--- config.mk ---
export PLATFORM = sky130hd
export DESIGN_NAME = mig_write_issuer
export DESIGN_NICKNAME = d
export VERILOG_FILES = /design/src/rtl/mig_write_issuer.sv
export SDC_FILE = /design/constraint.sdc
export NUM_CORES = 1
export LEC_CHECK = 0
export ABC_AREA = 1
export ABC_CLOCK_PERIOD_IN_PS = 12450
export CORE_UTILIZATION = 50
export DETAILED_ROUTE_END_ITERATION = 8
export PLACE_DENSITY_LB_ADDON = 0.25
export SLEW_MARGIN = 20
export SYNTH_ARGS = -nofsm -noshare
export SYNTH_HDL_FRONTEND = slang
export SYNTH_SLANG_ARGS = --single-unit
--- constraint.sdc ---
create_clock -name clk_in -period 12.45 [get_ports clk_in]
set_clock_uncertainty 0.05 [all_clocks]
set_input_delay 2.49 -clock clk_in [delete_from_list [all_inputs] [get_ports clk_in]]
set_output_delay 2.49 -clock clk_in [all_outputs]
set_load 0.05 [all_outputs]
--- src/rtl/mig_write_issuer.sv ---
// mig_write_issuer
// Takes one 128-bit phrase at a time from an AXI-Stream style input and
// issues it to a MIG UI as one write command plus one write-data beat. The
// command and data channels are handshaked independently. Addresses advance
// by ADDR_INCR per phrase and wrap to BASE_ADDR after FRAME_PHRASES phrases
// or whenever tuser_in marks a new frame.
//
// Handshakes: a transfer happens on a channel in every cycle where its valid
// (valid_in / app_en / app_wdf_wren) and its ready (ready_in / app_rdy /
// app_wdf_rdy) are both high at the rising edge of clk_in. A valid stays high
// until its transfer happens. ready_in may depend combinationally on app_rdy
// and app_wdf_rdy so that back-to-back phrases stream at one per cycle.
module mig_write_issuer #(
  parameter int ADDR_WIDTH    = 27,
  parameter int ADDR_INCR     = 8,
  parameter int BASE_ADDR     = 0,
  parameter int FRAME_PHRASES = 76800
) (
  input  logic                  clk_in,
  input  logic                  rst_in,
  input  logic                  calib_done_in,
  input  logic                  valid_in,
  output logic                  ready_in,
  input  logic [127:0]          data_in,
  input  logic                  tuser_in,
  output logic                  app_en,
  input  logic                  app_rdy,
  output logic [2:0]            app_cmd,
  output logic [ADDR_WIDTH-1:0] app_addr,
  output logic                  app_wdf_wren,
  output logic                  app_wdf_end,
  input  logic                  app_wdf_rdy,
  output logic [127:0]          app_wdf_data,
  output logic [15:0]           app_wdf_mask,
  output logic                  frame_done_out,
  output logic                  state_dbg
);

  localparam int IDX_W = (FRAME_PHRASES > 1) ? $clog2(FRAME_PHRASES) : 1;
  localparam logic [IDX_W-1:0]      LAST_IDX = IDX_W'(FRAME_PHRASES - 1);
  localparam logic [ADDR_WIDTH-1:0] BASE     = ADDR_WIDTH'(BASE_ADDR);
  localparam logic [ADDR_WIDTH-1:0] INCR     = ADDR_WIDTH'(ADDR_INCR);

  typedef enum logic {
    IDLE  = 1'b0,
    ISSUE = 1'b1
  } state_t;

  state_t                  state;
  logic                    cmd_sent;
  logic                    data_sent;
  logic [IDX_W-1:0]        cur_idx;
  logic [ADDR_WIDTH-1:0]   next_addr;
  logic [IDX_W-1:0]        next_idx;

  logic                    cmd_done;
  logic                    data_done;
  logic                    complete;
  logic                    capture;
  logic [ADDR_WIDTH-1:0]   cap_addr;
  logic [IDX_W-1:0]        cap_idx;
  logic                    cap_last;

  // Channel valids are decoded from state and the per-channel sent flags.
  assign app_en       = (state == ISSUE) && !cmd_sent;
  assign app_wdf_wren = (state == ISSUE) && !data_sent;
  assign app_wdf_end  = app_wdf_wren;
  assign app_cmd      = 3'b000;
  assign app_wdf_mask = 16'h0000;
  assign state_dbg    = state;

  // Phrase completion: each channel is done either from an earlier
  // handshake or from a handshake happening in this cycle.
  always_comb begin
    cmd_done  = cmd_sent  || (app_en && app_rdy);
    data_done = data_sent || (app_wdf_wren && app_wdf_rdy);
    complete  = (state == ISSUE) && cmd_done && data_done;
    ready_in  = !rst_in && calib_done_in && ((state == IDLE) || complete);
    capture   = valid_in && ready_in;
  end

  // Address/index of a phrase being captured; tuser_in restarts the frame.
  always_comb begin
    cap_addr = tuser_in ? BASE : next_addr;
    cap_idx  = tuser_in ? '0   : next_idx;
    cap_last = (cap_idx == LAST_IDX);
  end

  // Main FSM: capture, per-channel progress, completion and frame pulse.
  always_ff @(posedge clk_in or posedge rst_in) begin
    if (rst_in) begin
      state          <= IDLE;
      cmd_sent       <= 1'b0;
      data_sent      <= 1'b0;
      cur_idx        <= '0;
      next_addr      <= BASE;
      next_idx       <= '0;
      app_addr       <= BASE;
      app_wdf_data   <= '0;
      frame_done_out <= 1'b0;
    end else begin
      frame_done_out <= complete && (cur_idx == LAST_IDX);
      if (capture) begin
        // The follow-on address is fixed by the captured phrase, so it is
        // computed here rather than at completion.
        state        <= ISSUE;
        app_addr     <= cap_addr;
        cur_idx      <= cap_idx;
        app_wdf_data <= data_in;
        cmd_sent     <= 1'b0;
        data_sent    <= 1'b0;
        next_addr    <= cap_last ? BASE : (cap_addr + INCR);
        next_idx     <= cap_last ? '0   : (cap_idx + IDX_W'(1));
      end else if (complete) begin
        state     <= IDLE;
        cmd_sent  <= 1'b0;
        data_sent <= 1'b0;
      end else if (state == ISSUE) begin
        if (app_en && app_rdy)
          cmd_sent <= 1'b1;
        if (app_wdf_wren && app_wdf_rdy)
          data_sent <= 1'b1;
      end
    end
  end

endmodule

==> summary.md <==
| Metric | Value |
|---|---|
| Fillcell total | roughly 1400 |
| Worst Setup Path Type | primary input to output pin |
| Initial core utilization | 0.5163 |
| Worst hold path type | flop to flop |
| Row Count | 50 |
| Clock power frac | 0.206 |
| Cell taking the most area after synthesis | dfrtp_1 |
| Vias | slightly below 9000 |
| Delay-heaviest family, CP | buffers and inverters |
| Detail Route Antenna Nets | 0 |
| Cells after Synth | between 1000 and 1500 |
| # Post-CTS Setup Buffers | 0 |
| Critical Path Start | app_wdf_rdy |
| Area of the multi-input gates | around 3700 um^2 |
| Core Region | ~19000 um^2 |
| Worst-Skew Late Latency | a little over 0.5 ns |
| Final Max Slew Viols | 0 |
| DRC | 0 |
| Clock buffer depth | 3 |
| Wirelength per Cell | around 16 um |
| HPWL Detailed | ~18000 um |
| Peak Freq | 145.5 MHz |
| Crit-path cells | clkdlybuf4s50_1 -> inv_1 -> nand2_1 -> nand3_1 -> nand2_1 -> nand2_1 -> inv_1 -> clkdlybuf4s50_1 |
| FF-to-FF Start | data_sent |
| Critical Path End Type | output pin |
| Setup violators final | 0 |
| Final hold viol count | 0 |
| Die span in x | around 140 um |
| Syn. warnings | 0 |
| Cell variety after synth | 28 |
| Combinational fraction of design power | 0.475 |
| Worst-Margin Slew | 1.050 ns |
| Largest net degree at the start of global routing | about 250 |
| Die Y | 141.9 um |
| RD Place Congestion | just under 0.9 |
| CP max stage cell | clkdlybuf4s50_1 |
| Final WL | ~27000 um |
| Detailed Routing Iterations Pass 1 | 5 |
| Tcrit/Tclk final | 0.5520 |
| CTS tree | built |
| Share of the synthesized area in the top cell type | 0.5625 |
| Cell Area, Synth | slightly below 10000 um^2 |
| Non-Filler Instances | between 1500 and 2000 |
| Max_slew headroom | 0.2999 |
| Max_cap viols | 0 |
| H-tree depth | 1 |
| Area delta synth->final | 38.84% |
| Post-CTS Resized | 0 |
| Tot GR Track Use | 0.2755 |
| Vias in the first global route | 8318 |
| Hold path start | app_wdf_data[83] |
| # hold bufs at CTS | 0 |
| Part of the power in registers | 0.318 |
| CP startpoint kind | primary input |
| RSZ-0062 raised after global routing | no |
| Share of cells above drive strength 1 | 0.04536 |
| Internal Power | ~1900 uW |
| Seq/Total Area, Yosys | 0.5625 |
| Critical path required time | about 9.9 ns |
| Worst path bufs/invs | 4 |
| Critical path peak fanout | 3 |
| P_sw | between 1500 and 2000 uW |
| Crit path arrival time | around 4.3 ns |
| Area contributors post-synth | dfrtp_1 (56%), nand2_1 (23%), o21ai_0 (2.9%), nand3_1 (2.9%), nor2_1 (2.6%) |
| Crit-path max cell delay | roughly 0.79 ns |
| Mapped Avg Cell Area | between 8 and 9 um^2 |
| Via density | 4.930 |
| CTS buffer count | 24 |
| Reg area | ~5500 um^2 |
| I/O pin cnt | about 320 |
| Root Driver | clkbuf_16 |
| First-pass GRT wire length | 43370 um |
| Min Clock Period, post-route | about 7 ns |
| Nets | roughly 1600 |
| CTS clk-pin slew, worst paths | 0.05 ns |
| Static leakage | 0.006461 uW |
| Number of synthesized register bits | 220 |
| Initial antenna violation count | 1 |
| # clock sinks | 220 |
| Total die area | between 20000 and 25000 um^2 |
| Switch share | 0.4524 |
| Drt initial violations | 720 |
| Port Buf Inserts | a little under 300 |
| Worst vdd ir | 207.6 uV |
| GRT overflow | 0 |
| Cells after DPL | between 1500 and 2000 |
| Most used cell, CP | nand2_1 |
| P per Cell Area | between 200 and 300 nW/um^2 |
| Status | finished, final reports clean |
| Setup TNS | 0 ns |
-- power groups by stage --
stage	registers [uW]	clock network [uW]	logic [uW]
after floorplan	1860	0	321
after global placement	1110	0	1660
after detailed placement	1110	0	1680
after CTS	1120	740	1680
after global routing	1150	768	1750
final	1120	725	1670
-- synth_stat cells, drive strengths merged --
| cell | number |
|---|---|
| inv | 67 |
| and2 | 1 |
| nand3b | 3 |
| o21ai | 69 |
| o22ai | 7 |
| nand4 | 16 |
| xor2 | 8 |
| conb | 1 |
| nor3 | 3 |
| a21oi | 4 |
| o31ai | 3 |
| nand2 | 595 |
| clkbuf | 9 |
| ha | 2 |
| nand3 | 60 |
| buf | 64 |
| dfrtp | 220 |
| nor2 | 78 |
-- routing by layer --
layer | global-route usage | share of wire | wire length, um
met1 | 0.3440 | 0.39 | 10750
met2 | 0.4480 | 0.49 | 13340
met3 | 0.08201 | 0.078 | 2143
met4 | 0.1138 | 0.041 | 1117
met5 | 0 | 0 | 0
-- per-stage QoR --
stage	hold WS [ns]	power, uW	area [um^2]	setup slack, ns	utilization
global placement	0.4108	2767	12760	5.673	0.6733
finish	0.4268	3515	13590	5.578	0.7168
global route	0.4423	3670	13590	5.442	0.7168
CTS	0.4291	3537	13580	5.605	0.7164
floorplan	0.3989	2182	9854	3.889	-
detailed placement	0.4137	2790	12760	5.623	0.6733
-- state kept, by name, summed over array words and instances (netlist names) --
register	cells
app_wdf_data	128
app_addr	27
next_idx	17
state_dbg	1
data_sent	1
cur_idx	17
frame_done_out	1
next_addr	27
cmd_sent	1
-- cell usage in the layout (no fill, tap or decap), types with 3 or more instances in the layout --
cell / Yosys / layout
clkbuf_16: 0 / 25
inv_1: 63 / 62
nand4_1: 16 / 16
nand3b_1: 3 / 3
o21ai_0: 57 / 57
o22ai_1: 7 / 7
buf_4: 28 / 4
clkdlybuf4s50_1: 0 / 295
nand2_2: 3 / 3
nor2_1: 68 / 68
nand3_1: 56 / 55
conb_1: 1 / 19
clkinv_2: 0 / 6
clkbuf_8: 0 / 6
nand3_2: 4 / 4
nand2_1: 592 / 592
nor2_4: 6 / 6
a21oi_1: 4 / 4
o21ai_1: 12 / 12
o31ai_1: 3 / 3
clkbuf_1: 9 / 5
dfrtp_1: 220 / 220
nor2_2: 4 / 4
inv_2: 4 / 3
xor2_1: 8 / 8
-- tightest hold or removal path: cells and delay by family, from the launching register on --
| family | cells | cell delay [ns] |
|---|---|---|
| and+or+nand+nor | 2 | 0.10 |
| DFF | 1 | 0.34 |
-- kinds of logic (layout without fill, tap and decap cells) --
group                      Yosys count  after routing  share of synthesized area
AOI/OAI and AO/OA                   83             83                    0.04411
xor gates and xnor gates             8              8                   0.007160
adders and majority gates            2              2                   0.002556
buffers and inverters              140            411                    0.07082
DFF                                220            220                     0.5625
other                                1             20                  0.0003832
and+or+nand+nor                    756            756                     0.3125
-- layout make-up --
type                       instances  share of cell area
timing repair buffer             300              0.2210
inverter                          67             0.01961
antenna                            1           0.0001842
clock inverter                     8            0.006630
tap                              260             0.02394
multi-input combinational        868              0.2700
clock buffer                      36             0.05350
sequential                       220              0.4052
-- worst paths after layout --
path | endpoint | slack (ns) | cells after the start
setup / recovery | ready_in | 5.58 | 8
hold / removal | app_wdf_data[83] | 0.43 | 2
setup reg to reg | app_wdf_data[17] | 9.80 | 9
hold reg to reg | app_wdf_data[83] | 0.43 | 2
max in group asynchronous | next_idx[6] | 8.37 | 3
min in group asynchronous | cmd_sent | 2.46 | 2
Note: power is estimated with default switching activity, not from simulation.
